File: config.mk
export PLATFORM = sky130hd
export DESIGN_NAME = dram_port_arbiter
export DESIGN_NICKNAME = d
export VERILOG_FILES = /design/src/rtl/dram_port_arbiter.sv
export SDC_FILE = /design/constraint.sdc
export NUM_CORES = 1
export LEC_CHECK = 0
export BUFFER_PORTS_ARGS = -buffer_cell sky130_fd_sc_hd__clkbuf_2
export CAP_MARGIN = 20
export CORE_UTILIZATION = 35
export DETAILED_ROUTE_END_ITERATION = 6
export PLACE_DENSITY_LB_ADDON = 0.25
export SYNTH_ARGS = -nofsm -noshare
export SYNTH_HDL_FRONTEND = slang
export SYNTH_SLANG_ARGS = --single-unit
File: constraint.sdc
create_clock -name clk -period 3.4 [get_ports clk]
set_input_delay 0.34 -clock clk [delete_from_list [all_inputs] [get_ports clk]]
set_output_delay 0.34 -clock clk [all_outputs]
set_load 0.03 [all_outputs]
File: src/rtl/dram_port_arbiter.sv
// Two-port round-robin arbiter in front of a single DRAM command port.
// Each requester owns a one-deep slot; a WAIT watchdog completes a stuck access with zero data.
`ifndef MEM_ADDR_BITS
`define MEM_ADDR_BITS 32
`endif
`ifndef XLEN
`define XLEN 32
`endif
`ifndef XLEN_BYTES
`define XLEN_BYTES 4
`endif

module dram_port_arbiter #(
  parameter int unsigned TIMEOUT_CYCLES = 1024
) (
  input  logic                      clk,
  input  logic                      reset,
  input  logic [`MEM_ADDR_BITS-1:0] req0_addr,
  input  logic                      req0_read_en,
  input  logic                      req0_write_en,
  input  logic [`XLEN_BYTES-1:0]    req0_byte_enable,
  input  logic [`XLEN-1:0]          req0_write_data,
  output logic                      req0_ack,
  output logic [`XLEN-1:0]          req0_read_data,
  output logic                      req0_pending,
  input  logic [`MEM_ADDR_BITS-1:0] req1_addr,
  input  logic                      req1_read_en,
  input  logic                      req1_write_en,
  input  logic [`XLEN_BYTES-1:0]    req1_byte_enable,
  input  logic [`XLEN-1:0]          req1_write_data,
  output logic                      req1_ack,
  output logic [`XLEN-1:0]          req1_read_data,
  output logic                      req1_pending,
  output logic [`MEM_ADDR_BITS-1:0] ext_dram_mem_addr,
  output logic                      ext_dram_mem_read_en,
  output logic                      ext_dram_mem_write_en,
  output logic [`XLEN_BYTES-1:0]    ext_dram_mem_byte_enable,
  output logic [`XLEN-1:0]          ext_dram_mem_write_data,
  input  logic                      ext_dram_ack,
  input  logic [`XLEN-1:0]          ext_dram_mem_read_data,
  output logic                      timeout_error
);
  localparam int AW = `MEM_ADDR_BITS;
  localparam int DW = `XLEN;
  localparam int BW = `XLEN_BYTES;
  localparam int CW = $clog2(TIMEOUT_CYCLES) + 1;

  typedef enum logic [2:0] {
    IDLE  = 3'b001,
    ISSUE = 3'b010,
    WAIT  = 3'b100
  } state_t;

  state_t          state_q;
  logic            grant_q;
  logic            last_grant_q;
  logic [CW-1:0]   wait_cnt_q;
  logic            timeout_q;
  logic [1:0]      slot_vld_q;
  logic [1:0]      slot_vld_d;
  logic [1:0]      slot_wr_q;
  logic [AW-1:0]   slot_addr_q [2];
  logic [BW-1:0]   slot_be_q   [2];
  logic [DW-1:0]   slot_data_q [2];
  logic [AW-1:0]   ext_addr_q;
  logic            ext_rd_q;
  logic            ext_wr_q;
  logic [BW-1:0]   ext_be_q;
  logic [DW-1:0]   ext_data_q;

  logic [AW-1:0]   in_addr_s [2];
  logic [BW-1:0]   in_be_s   [2];
  logic [DW-1:0]   in_data_s [2];
  logic [1:0]      in_req_s;
  logic [1:0]      in_wr_s;
  logic [1:0]      clr_s;
  logic [1:0]      cap_s;
  logic            in_wait_s;
  logic            ack_hit_s;
  logic            tmo_s;
  logic            done_s;
  logic            sel_s;

  assign in_addr_s[0] = req0_addr;
  assign in_addr_s[1] = req1_addr;
  assign in_be_s[0]   = req0_byte_enable;
  assign in_be_s[1]   = req1_byte_enable;
  assign in_data_s[0] = req0_write_data;
  assign in_data_s[1] = req1_write_data;
  assign in_req_s     = {req1_read_en | req1_write_en, req0_read_en | req0_write_en};
  assign in_wr_s      = {req1_write_en, req0_write_en};

  // A real ack in the timeout cycle wins over the watchdog.
  assign in_wait_s = (state_q == WAIT) && !reset;
  assign ack_hit_s = in_wait_s && ext_dram_ack;
  assign tmo_s     = in_wait_s && !ext_dram_ack && (wait_cnt_q == CW'(TIMEOUT_CYCLES - 1));
  assign done_s    = ack_hit_s || tmo_s;

  assign req0_ack       = done_s && (grant_q == 1'b0);
  assign req1_ack       = done_s && (grant_q == 1'b1);
  assign req0_read_data = (ack_hit_s && (grant_q == 1'b0)) ? ext_dram_mem_read_data : {DW{1'b0}};
  assign req1_read_data = (ack_hit_s && (grant_q == 1'b1)) ? ext_dram_mem_read_data : {DW{1'b0}};
  assign req0_pending   = slot_vld_q[0];
  assign req1_pending   = slot_vld_q[1];

  assign ext_dram_mem_addr        = ext_addr_q;
  assign ext_dram_mem_read_en     = ext_rd_q;
  assign ext_dram_mem_write_en    = ext_wr_q;
  assign ext_dram_mem_byte_enable = ext_be_q;
  assign ext_dram_mem_write_data  = ext_data_q;
  assign timeout_error            = timeout_q;

  // Slot capture: a slot being released this cycle may be refilled in the same cycle.
  always_comb begin
    clr_s      = 2'b00;
    cap_s      = 2'b00;
    slot_vld_d = slot_vld_q;
    sel_s      = 1'b0;
    for (int n = 0; n < 2; n++) begin
      clr_s[n] = done_s && (grant_q == n[0]);
      cap_s[n] = in_req_s[n] && (!slot_vld_q[n] || clr_s[n]);
      if (cap_s[n]) begin
        slot_vld_d[n] = 1'b1;
      end else if (clr_s[n]) begin
        slot_vld_d[n] = 1'b0;
      end else begin
        slot_vld_d[n] = slot_vld_q[n];
      end
    end
    if (slot_vld_q == 2'b11) begin
      sel_s = ~last_grant_q;
    end else begin
      sel_s = slot_vld_q[1];
    end
  end

  // Arbitration FSM, slots and registered DRAM command outputs.
  always_ff @(posedge clk) begin
    if (reset) begin
      state_q      <= IDLE;
      grant_q      <= 1'b0;
      last_grant_q <= 1'b1;
      wait_cnt_q   <= {CW{1'b0}};
      timeout_q    <= 1'b0;
      slot_vld_q   <= 2'b00;
      slot_wr_q    <= 2'b00;
      for (int n = 0; n < 2; n++) begin
        slot_addr_q[n] <= {AW{1'b0}};
        slot_be_q[n]   <= {BW{1'b0}};
        slot_data_q[n] <= {DW{1'b0}};
      end
      ext_addr_q <= {AW{1'b0}};
      ext_rd_q   <= 1'b0;
      ext_wr_q   <= 1'b0;
      ext_be_q   <= {BW{1'b0}};
      ext_data_q <= {DW{1'b0}};
    end else begin
      for (int n = 0; n < 2; n++) begin
        if (cap_s[n]) begin
          slot_addr_q[n] <= in_addr_s[n];
          slot_be_q[n]   <= in_be_s[n];
          slot_data_q[n] <= in_data_s[n];
          slot_wr_q[n]   <= in_wr_s[n];
        end
      end
      slot_vld_q <= slot_vld_d;
      ext_rd_q   <= 1'b0;
      ext_wr_q   <= 1'b0;
      case (state_q)
        IDLE: begin
          if (slot_vld_q != 2'b00) begin
            grant_q    <= sel_s;
            ext_addr_q <= slot_addr_q[sel_s];
            ext_be_q   <= slot_be_q[sel_s];
            ext_data_q <= slot_data_q[sel_s];
            ext_wr_q   <= slot_wr_q[sel_s];
            ext_rd_q   <= !slot_wr_q[sel_s];
            state_q    <= ISSUE;
          end else begin
            state_q <= IDLE;
          end
        end
        ISSUE: begin
          last_grant_q <= grant_q;
          wait_cnt_q   <= {CW{1'b0}};
          state_q      <= WAIT;
        end
        WAIT: begin
          if (done_s) begin
            if (tmo_s) begin
              timeout_q <= 1'b1;
            end else begin
              timeout_q <= timeout_q;
            end
            state_q <= IDLE;
          end else if (wait_cnt_q != {CW{1'b1}}) begin
            wait_cnt_q <= wait_cnt_q + {{(CW-1){1'b0}}, 1'b1};
          end else begin
            wait_cnt_q <= wait_cnt_q;
          end
        end
        default: state_q <= IDLE;
      endcase
    end
  end

endmodule
---- Yosys cells after proc, flatten, opt, wreduce, memory -nomap -nowiden ----
Memories as Yosys holds them, arrays and structs flattened. A register that Yosys moved wholly into a read port is not among the register bits.
Index checks and enable logic that the tools add are counted.
word-level totals
  output and inout port bits .............. 139
  bits of input ports ..................... 175
  register bits after elaboration ......... 23
  RAM bits ................................ 136
  memories kept ........................... 3
cells by class
  $add $sub $neg .......................... 1
  order comparisons ....................... 1
  bitwise operators ....................... 12
  reductions and logical operators ........ 26
  mux-type cells .......................... 29
  eq/ne operators ......................... 9
memory list
  memory       words  width  rd ports  clocked after Yosys merged registers in  write ports  line  source
  slot_addr_q  2      32     1         1                                        2            62    logic [AW-1:0] slot_addr_q [2];
  slot_data_q  2      32     1         1                                        2            64    logic [DW-1:0] slot_data_q [2];
  slot_be_q    2      4      1         1                                        2            63    logic [BW-1:0] slot_be_q [2];
operators by type and width
  kind                   number
  $mux 32                6
  $mux 11                2
  $pmux 11 s2            1
  $mux 1                 15
  $add 11x1->11 const B  1
  $eq 11x10->1 const B   1
  $ne 11x11->1 const B   1
  $logic_and 1x1->1      10
  $pmux 3 s3             1
  $mux 4                 2
  $or 1x1->1             8
  $reduce_bool 2->1      4
  $reduce_and 3->1       2
  $logic_not 1->1        5
  $ne 2x2->1 const B     2
  $not 1->1              4
  $eq 3x1->1 const B     1
  $eq 3x2->1 const B     1
  $eq 3x3->1 const B     1
  $logic_or 1x1->1       3
  $mux 3                 1
  $reduce_or 3->1        1
  $eq 2x2->1 const B     1
  $lt 1x2->1 const B     1
  other kinds (3)        3

---- Logic depth before layout (Yosys ltp) ----
Gate-level depths: netlist (run 1).
  depth after elaboration ................. 12
  mapped depth ............................ 9
  depth with buffers taken out ............ 6

---- Worst setup path after synthesis (run 1) ----
OpenSTA, ideal clock, no wires.
  kind .................................... register to register
  start ................................... reg wait_cnt_q[0]
  end ..................................... mem slot_addr_q[0][0] (netlist bit) (enable)
  library setup time ...................... 425 ps
  period minus slack after synthesis ...... 3,255 ps
  buffers on the path ..................... 0
  path slack .............................. 145 ps
  data arrival time ....................... 2,831 ps
  cell stages (with the launch flop) ...... 7
  path through ............................ dfxtp_1 ha_1 nand3_1 nor4_2 o21ai_1 o21ai_0 a21o_1
RTL lines
  item                    line  source
  from (decl)             57    logic [CW-1:0] wait_cnt_q;
  from (signal assigned)  143   wait_cnt_q <= {CW{1'b0}};
  from (signal assigned)  185   wait_cnt_q <= {CW{1'b0}};
  from (signal assigned)  197   wait_cnt_q <= wait_cnt_q + {{(CW-1){1'b0}}, 1'b1};
  to (decl)               62

---- Final worst setup path (run 1) ----
  start ................................... reg state_q[0]
  end ..................................... out req1_read_data[0]
between the ends
  word-level cells in the longest chain between the ends .. 5
RTL lines
  item                    line  source
  from (decl)             54    state_t state_q;
  from (signal assigned)  140   state_q <= IDLE;
  from (signal assigned)  178   state_q <= ISSUE;
  from (signal assigned)  180   state_q <= IDLE;
  $eq 3x3->1              94    assign in_wait_s = (state_q == WAIT) && !reset;
  $logic_and 1x1->1       94
  $logic_and 1x1->1       95    assign ack_hit_s = in_wait_s && ext_dram_ack;
  $logic_and 1x1->1       102   assign req1_read_data = (ack_hit_s && (grant_q == 1'b1)) ? ext_dram_mem_read_data : {DW{1'b0}};
  $mux 32                 102
  to (decl)               32    output logic [`XLEN-1:0] req1_read_data,
No other way between the ends.

==> reports/qor.yml, run 1 <==
status: "completed"
ir_drop_mv: 0.440
first_pass_iters: 4
cts_tree: "built"
totalNegativeSetupSlack_ps: 0
worstPathCellList: "or4b_1 > nor3_2 > buf_4 > and2_1 > clkbuf_2"
dp.cells: 1423
yosysSeqAreaShare_pct: 61.4
cts_max_path_buffers: 3
final_hold_viol_count: 0
stdcell_count: 1472
drv_slew: 0
gr-usage-met2_pct: 30.4
cts_resized: 0
max_freq_ghz: 0.351
arrival_ps: 2510
fillers: 2552
portBuffers: 313
synthMuxAreaShare_pct: 7.29
htree_levels: 1
numCtsBuffers: 26
hold_buffers: 0
syn-cell-area_mm2: 0.00961
vias: 7052
grt_pass1_wl_mm: 36.4
antenna_found_initial: 2
synth_top_family_by_area: "simple AND/OR/NAND/NOR gates"
drc_errors: 0
setup_viol: 0
synthFlopType: "edfxtp_1"
start_util_pct: 35.7
avgRoutedWirePerCell_um: 16.3
synth_edf_count: 136
pin_count: 314
fin_area_mm2: 0.0125
final_nets: 1286
final.min_clock_period_ps: 2850
crit_slowest_cell: "or4b_1"
powerDensity_mw_per_mm2: 578
cp-end-kind: "primary output"
synth_xor_area_share_pct: 0.273
p_leak_uw: 0.00537
root_buffer: "clkbuf_16"
max_slew_margin_pct: 46.4
synthDistinctLibCells: 49
synthSimpleGateAreaFrac_pct: 19.4
synth.avg_cell_area_um2: 11.9
rsz0062_at_grt: "no"
required_ps: 3060
synth_compound_area_share_pct: 8.56
cp_max_fo: 32
grt_pass1_vias: 6642
dr.first_iter.drc_count: 291
period_share_pct: 83.7
post-cts-setup-buffer-count: 0
grt_busiest_layer: "met2"
rows: 60
avgViaCountPerCell: 4.79
core_mm2: 0.0270
synth_fp_nets: 985
async_flop_share_pct: 0
fin_skew_ps: 19.2
clkTransAtPathRegs_ps: 60
wirelength_mm: 24.0
clock_latency_ps: 540
worstMarginPinSlew_ps: 799
syn_to_final_growth_pct: 29.7
gp_congestion: 0.769
die_w_um: 168
cap_viol_max_count: 0
hold_ws_ps: 79.9
ant_nets: 0
start_kind: "flip-flop"
dp_hpwl_mm: 16.7
grt_max_degree: 137
clock_sinks: 227
critPathMaxStageDelay_ps: 700
track_usage_pct: 16.8
grt_use_met1_pct: 19.2
total_power_uw: 7210
drive_above_1_share_pct: 34.4
die_h_um: 168
synthAdderAreaFrac_pct: 0.130
worstHoldPathType: "primary input to flip-flop"
criticalPathCategory: "flip-flop to primary output"
met3_usage_pct: 3.88
syn_inst: 809
gr-total-overflow: 0
place_area_mm2: 0.0116
synth_warnings: 0
die_area_mm2: 0.0281
ys_seq_elements: 227
[path summary, 6_finish.rpt]
path / startpoint / cells after the start / slack [ps] / end
setup / recovery: state_q[0] / 5 / 550 / req1_read_data[0]
setup reg to reg: state_q[0] / 6 / 890 / slot_addr_q[1][18]
hold reg to reg: timeout_error / 2 / 470 / timeout_error
hold / removal: req0_write_data[21] / 2 / 80 / slot_data_q[0][21]
[report_power, final]
group	switching [uW]	total [uW]	internal, uW
Clock	1110	2690	1570
Sequential	123	3360	3230
Combinational	747	1160	417
Total	1980	7210	5230
[per-stage QoR]
step                      utilization (%)  worst slack, ps
final                                46.3              554
after detailed placement             43.2              746
after floorplan                         -              145
after global placement               43.2              781
after global routing                 46.3              382
after CTS                            46.2              499
[layout by cell type (no fill, tap or decap), types with 3 or more instances in the layout]
master and count:
clkinv_2 10, nand3_1 4, o21ai_0 9, or2_2 3, a31o_2 3, inv_1 6, clkbuf_2 312, mux2i_1 70
nor2_1 87, clkbuf_16 27, dfxtp_1 91, a31oi_1 3, nand2_1 9, clkbuf_1 5, nor3_1 3, buf_12 9
edfxtp_1 136, and2_1 202, buf_4 9, a211oi_1 71, nor3b_1 3, nand4_1 4, xnor2_1 3, a21oi_1 7
a22oi_1 3
[critical path, delay by kind of cell, from the launching register on]
family        cells  cell delay (ps)
buf+inv           2              540
flops             1              410
simple gates      3             1020
[state kept, by name (all words and copies together) (netlist names)]
name and flops:
ext_dram_mem_addr 32, ext_dram_mem_byte_enable 4, ext_dram_mem_read_en 1, ext_dram_mem_write_data 32
ext_dram_mem_write_en 1, grant_q 1, last_grant_q 1, slot_addr_q 64
slot_be_q 8, slot_data_q 64, slot_vld_q 2, slot_wr_q 2
state_q 3, timeout_error 1, wait_cnt_q 11
[layout make-up]
cell class | count | area, um^2 | area share, %
multi-input combinational | 519 | 3470 | 27.8
sequential | 227 | 5910 | 47.4
tap | 341 | 427 | 3.42
clock inverter | 14 | 109 | 0.873
inverter | 6 | 22.5 | 0.181
clock buffer | 34 | 722 | 5.79
timing repair buffer | 330 | 1810 | 14.5
antenna | 1 | 2.50 | 0.0201
[synthesized netlist by cell type, drive strengths merged, types with 3 or more instances]
cell / number / share of area [%]
nor3: 5 / 0.26
o21ai: 10 / 0.52
dfxtp: 91 / 19
inv: 6 / 0.23
clkbuf: 42 / 1.6
xnor2: 3 / 0.27
nand3: 4 / 0.21
and2: 202 / 13
a211oi: 71 / 5.5
nor2: 87 / 3.4
edfxtp: 136 / 42
o31ai: 3 / 0.29
a22oi: 3 / 0.23
mux2i: 70 / 7.3
nor3b: 3 / 0.23
a31oi: 3 / 0.20
a21oi: 9 / 0.59
nand4: 4 / 0.26
a31o: 3 / 0.27
or2: 3 / 0.20
buf: 15 / 1.1
nand2: 9 / 0.35
[kinds of logic after synthesis]
kind of cell	Yosys count
simple gates	332
flops	227
compound gates	113
mux	70
buf+inv	63
xor+xnor	3
fa+ha+maj	1
[per-layer routing]
layer	share of wire (%)	vias up
li1	-	3483
met1	40	3282
met2	51	243
met5	0.054	-
met3	6.4	42
met4	3.0	2
(Power assumes the default switching activity.)
==> inputs of run 2 (changes only) <==
ABC_AREA = 1   (was default)
clock period = 2.4 ns   (was 3.4 ns; I/O delays follow)
==> reports/qor.yml, run 2 <==
worst_slack_ps: 130
final_nets: 1562
p_sw_share_pct: 28.9
reg2reg_depth: 12
die_area_mm2: 0.0292
final_cell_mix: "305 x clkbuf_2, 248 x a21oi_1, 183 x inv_1"
avgRoutedWirePerCell_um: 15.9
cap_viol_max_count: 0
seqPwrFrac_pct: 45.7
worstSetupPathDepth: 8
synth_fp_nets: 1270
drc_errors: 0
arrival_ps: 2030
synth_top_area_cell: "edfxtp_1"
avgViaCountPerCell: 4.78
critPathMaxStageDelay_ps: 370
synth_area_leaders: "edfxtp_1 41%, dfxtp_1 18%, a21oi_1 12%"
synth_edf_count: 136
synth_top_area_share_pct: 40.9
yosysSeqAreaShare_pct: 59.2
syn_to_final_growth_pct: 29.6
hold_depth: 3
synth_most_common_cell: "a21oi_1"
synthDistinctLibCells: 34
synth_common_cells: "248 x a21oi_1, 183 x inv_1, 136 x edfxtp_1"
gp_congestion: 0.861
grt_pass1_vias: 7919
synth_top_family_by_area: "compound AO/OA/AOI/OAI gates"
fin_skew_ps: 10.1
power_frac_comb_pct: 17.9
criticalPathCategory: "flip-flop to primary output"
powerDensity_mw_per_mm2: 814
multi_input_area_mm2: 0.00311
numCtsBuffers: 25
root_buffer: "clkbuf_16"
clockPowerShare_pct: 36.4
start_kind: "flip-flop"
crit_buf_inv: 4
p_leak_uw: 0.00621
ys_seq_elements: 227
cts_max_path_buffers: 3
syn_inst: 1094
synthSimpleGateAreaFrac_pct: 10.0
synthMuxAreaShare_pct: 0.100
drive_above_1_share_pct: 31.8
start_util_pct: 35.7
core_mm2: 0.0279
antenna_found_initial: 2
power.switching_uw: 3040
status: "completed"
intPower_uw: 7490
vias: 8520
synthAdderAreaFrac_pct: 0.125
fillers: 2731
final.min_clock_period_ps: 2270
rsz0062_at_grt: "yes"
synth.avg_cell_area_um2: 9.13
utilization_pct: 46.3
htree_levels: 1
ir_drop_mv: 0.381
clock_latency_ps: 510
die_w_um: 171
cp_max_fo: 32
cts_tree: "built"
gr-total-overflow: 0
reg_top3: "slot_addr_q (64), slot_data_q (64)"
wirelength_mm: 28.3
drv_slew: 0
setup_viol: 0
max_slew_margin_pct: 52.2
portBuffers: 313
rows: 61
synth_compound_area_share_pct: 19.6
dp_hpwl_mm: 18.1
total_power_uw: 10500
cp_top_family: "buffers and inverters"
dr.first_iter.drc_count: 493
final_hold_viol_count: 0
worstMarginPinSlew_ps: 715
max_freq_ghz: 0.441
track_usage_pct: 18.7
final_common_cell: "clkbuf_2"
die_h_um: 171
grt_pass1_wl_mm: 42.2
first_pass_iters: 5
async_flop_share_pct: 0
synth_warnings: 0
grt_max_degree: 83
syn-cell-area_mm2: 0.00998
cp-end-kind: "primary output"
period_share_pct: 94.6
crit_slowest_cell: "dfxtp_1"
place_ws_ps: -41.7
regArea_mm2: 0.00591
clock_sinks: 227
required_ps: 2160
worstHoldPathType: "primary input to flip-flop"
ant_nets: 0
synthFlopType: "edfxtp_1"
clkTransAtPathRegs_ps: 60
worstPathCellList: "inv_2 > nor3_4 > nand3_2 > inv_1 > nand2_1 > buf_6 > nor2_2 > clkbuf_4"
synth_xor_area_share_pct: 0.351
pin_count: 314
run 2: cell families (layout without fill, tap and decap cells):
family | after synthesis | after routing
adder cells (fa/ha/maj) | 1 | 1
AND/OR/NAND/NOR | 238 | 238
other | 0 | 2
multiplexers | 1 | 1
XOR/XNOR | 4 | 4
AO/OA/AOI/OAI | 359 | 359
flip-flops | 227 | 227
buffers and inverters | 264 | 574
run 2: layout make-up:
type | count | area share [%]
Clock buffer | 36 | 5.54
Antenna cell | 2 | 0.0387
Tap cell | 378 | 3.66
Clock inverter | 9 | 0.774
Multi-Input combinational cell | 603 | 24.0
Inverter | 190 | 5.52
Timing Repair Buffer | 339 | 14.8
Sequential cell | 227 | 45.7
run 2: what timing repair did:
item / 4_1_cts / 5_1_grt
endpoints found under the hold margin: 1 / 0
hold buffers: 1 / 0
gates resized for setup: 10 / 17
setup buffers: 1 / 0
pin swaps: 1 / 0
setup endpoints to repair: 21 / 112
cloned: 0 / 1
run 2: final timing paths:
path	start	end	slack, ps
hold reg to reg	timeout_error	timeout_error	460
hold / removal	req0_addr[29]	slot_addr_q[0][29]	30
setup / recovery	state_q[2]	req0_read_data[10]	130
setup reg to reg	wait_cnt_q[0]	slot_addr_q[0][31]	140
run 2: layer usage:
layer | global-route usage (%) | part of all wire (%)
met3 | 3.79 | 7.6
met2 | 33.0 | 49
met1 | 22.6 | 40
met5 | 0 | 0
met4 | 6.48 | 2.6
run 2: power by group through the flow:
stage	clock network (uW)	registers (uW)	logic, uW
after floorplan	0	5230	826
after global routing	4080	4860	2070
after global placement	0	4890	1870
final	3830	4810	1890
after detailed placement	0	4890	1900
after CTS	3920	4820	1910
run 2: worst register-to-register path, cell delays in order, from the launching register on:
cell     delay (ps)
dfxtp_1         380
ha_2            220
nand2_1          90
inv_2            90
nand2_4          70
nor2_8          140
nand2_4          70
nand2_4          70
nand2_1          70
nand2_1         160
nand3_4         160
buf_4           350
a21oi_1         230
run 2: per-stage QoR:
| step | hold WS, ps | std cells | setup TNS (ps) | instance area, um^2 |
|---|---|---|---|---|
| floorplan | 378 | 1094 | 0 | 10000 |
| global placement | 455 | 1734 | 0 | 12000 |
| detailed placement | 455 | 1734 | -66.2 | 12000 |
| CTS | 10.0 | 1781 | 0 | 12900 |
| global route | 9.08 | 1782 | -149 | 12900 |
| finish | 33.0 | 1784 | 0 | 12900 |
==> inputs of run 3 (changes only) <==
--- a/config.mk
+++ b/config.mk
@@ -11,5 +11,5 @@
 export CORE_UTILIZATION = 35
 export DETAILED_ROUTE_END_ITERATION = 6
-export PLACE_DENSITY_LB_ADDON = 0.25
+export PLACE_DENSITY = 0.67
 export SYNTH_ARGS = -nofsm -noshare
 export SYNTH_HDL_FRONTEND = slang
==> constraint.sdc (replaced) <==
create_clock -name clk -period 2.4 [get_ports clk]
set_input_delay 0.24 -clock clk [delete_from_list [all_inputs] [get_ports clk]]
set_output_delay 0.24 -clock clk [all_outputs]
set_load 0.05 [all_outputs]
==> reports/qor.yml, run 3 (same netlist as run 2, synthesis figures left out) <==
hold_path_startpoint: "req1_write_data[22]"
period_share_pct: 96.9
power.switching_uw: 3360
htree_levels: 1
drive_above_1_share_pct: 31.7
place_ws_ps: 122
multi_input_area_mm2: 0.00311
first_pass_iters: 5
antenna_found_initial: 2
final.min_clock_period_ps: 2330
arrival_ps: 2090
final_common_cell: "clkbuf_2"
ant_nets: 0
gr-total-overflow: 0
ir_drop_mv: 0.558
rsz0062_at_grt: "yes"
cp_max_fo: 11
start_util_pct: 35.7
grt_pass1_vias: 8253
syn_to_final_growth_pct: 31.8
crit_slowest_cell: "dfxtp_1"
final_nets: 1565
regArea_mm2: 0.00591
utilization_pct: 47.1
max_slew_margin_pct: 62.3
cap_viol_max_count: 0
drv_slew: 0
r2r_start: "wait_cnt_q[1]"
dp_hpwl_mm: 18.1
clkTransAtPathRegs_ps: 60
seqPwrFrac_pct: 44.7
hold_depth: 3
reg2reg_depth: 12
criticalPathCategory: "flip-flop to primary output"
die_h_um: 171
critPathMostFrequentCell: "buf_4"
pin_count: 314
powerDensity_mw_per_mm2: 819
core_mm2: 0.0279
worstMarginPinSlew_ps: 566
max_freq_ghz: 0.430
grt_max_degree: 74
intPower_uw: 7420
fillers: 2646
cp-end-kind: "primary output"
vias: 8689
worstHoldPathType: "primary input to flip-flop"
gp_congestion: 0.895
final_hold_viol_count: 0
cts_max_path_buffers: 3
power_frac_comb_pct: 20.3
portBuffers: 313
totalNegativeSetupSlack_ps: 0
root_buffer: "clkbuf_16"
track_usage_pct: 18.5
avgRoutedWirePerCell_um: 15.9
wirelength_mm: 28.3
clock_sinks: 227
dr.first_iter.drc_count: 565
required_ps: 2160
reg_top3: "slot_addr_q (64), slot_data_q (64)"
total_power_uw: 10800
worstPathCellList: "inv_2 > nor3_4 > nand3_2 > inv_1 > nand2_2 > buf_4 > nor2_1 > buf_4"
rows: 61
setup_viol: 0
p_leak_uw: 0.00626
clockPowerShare_pct: 35.0
final_cell_mix: "252 x clkbuf_2, 248 x a21oi_1, 183 x inv_1"
min_delay_worst_endpoint: "slot_data_q[1][22]"
p_sw_share_pct: 31.1
clock_latency_ps: 520
drc_errors: 0
hold_ws_ps: 26.6
fin_skew_ps: 15.6
start_kind: "flip-flop"
grt_pass1_wl_mm: 42.0
r2r-end: "slot_data_q[1][3]"
avgViaCountPerCell: 4.87
worst_slack_ps: 73.5
critPathMaxStageDelay_ps: 370
cts_tree: "built"
numCtsBuffers: 26
die_w_um: 171
die_area_mm2: 0.0292
r2r_setup_slack_ps: 180
status: "completed"
==> run 3: cell count changes in the layout (fill, tap and decap cells not counted), moves of 3 or more <==
| cell | previous run | this run |
|---|---|---|
| buf_4 | 12 | 32 |
| buf_6 | 4 | 19 |
| clkbuf_2 | 305 | 252 |
| clkbuf_4 | 6 | 22 |
| clkinv_1 | 2 | 5 |
==> run 3: layout make-up <==
class                      count  area share [%]
multi-input combinational    603            23.6
timing repair buffer         341            16.3
clock inverter                11           0.656
antenna                        1          0.0190
clock buffer                  35            5.52
tap                          378            3.59
sequential                   227            44.9
inverter                     190            5.43
==> run 3: worst max-delay path, delay by kind of cell, from the launching register on <==
kind,cells,cell delay [ps]
buf+inv,4,600
flops,1,370
simple gates,4,620
==> run 3: power groups by stage <==
stage          clock network, uW  registers (uW)  logic (uW)
3_3_place_gp                   0            4890        2160
3_5_place_dp                   0            4890        2190
5_1_grt                     4000            4860        2360
2_1_floorplan                  0            5520         827
6_report                    3780            4810        2190
4_1_cts                     3850            4820        2200
==> run 3: worst max-delay path by stage <==
stage                        startpoint  slack, ps            endpoint  depth (start not counted)
final                        state_q[2]         70  req0_read_data[24]                          8
after global routing         state_q[2]        -50  req0_read_data[24]                          8
after CTS                    state_q[0]        -10   req1_read_data[0]                          7
after detailed placement  wait_cnt_q[0]        120  slot_addr_q[1][10]                         12
after global placement    wait_cnt_q[0]        210   slot_addr_q[1][6]                         12
after floorplan           wait_cnt_q[0]         80   slot_addr_q[1][0]                         13
==> run 3: timing repair <==
action	in CTS	in global routing
endpoints found under the setup margin	59	116
buffers inserted	0	2
pin swaps	0	2
resized for setup	36	127
endpoints found under the hold margin	2	0
hold buffers	2	0
==> run 3: routing by layer <==
metal	vias to the layer above	share of wire, %	wire length (um)	global-route usage [%]
li1	4170	-	-	-
met1	4102	39	11100	21.5
met2	368	51	14500	34.1
met3	47	7.3	2070	3.31
met4	2	2.3	648	5.86
met5	-	0.039	11	0
==> run 3: through the flow <==
step	area [um^2]	std cells
CTS	13000	1783
floorplan	10000	1094
global placement	12000	1735
global route	13200	1785
finish	13200	1786
detailed placement	12000	1735
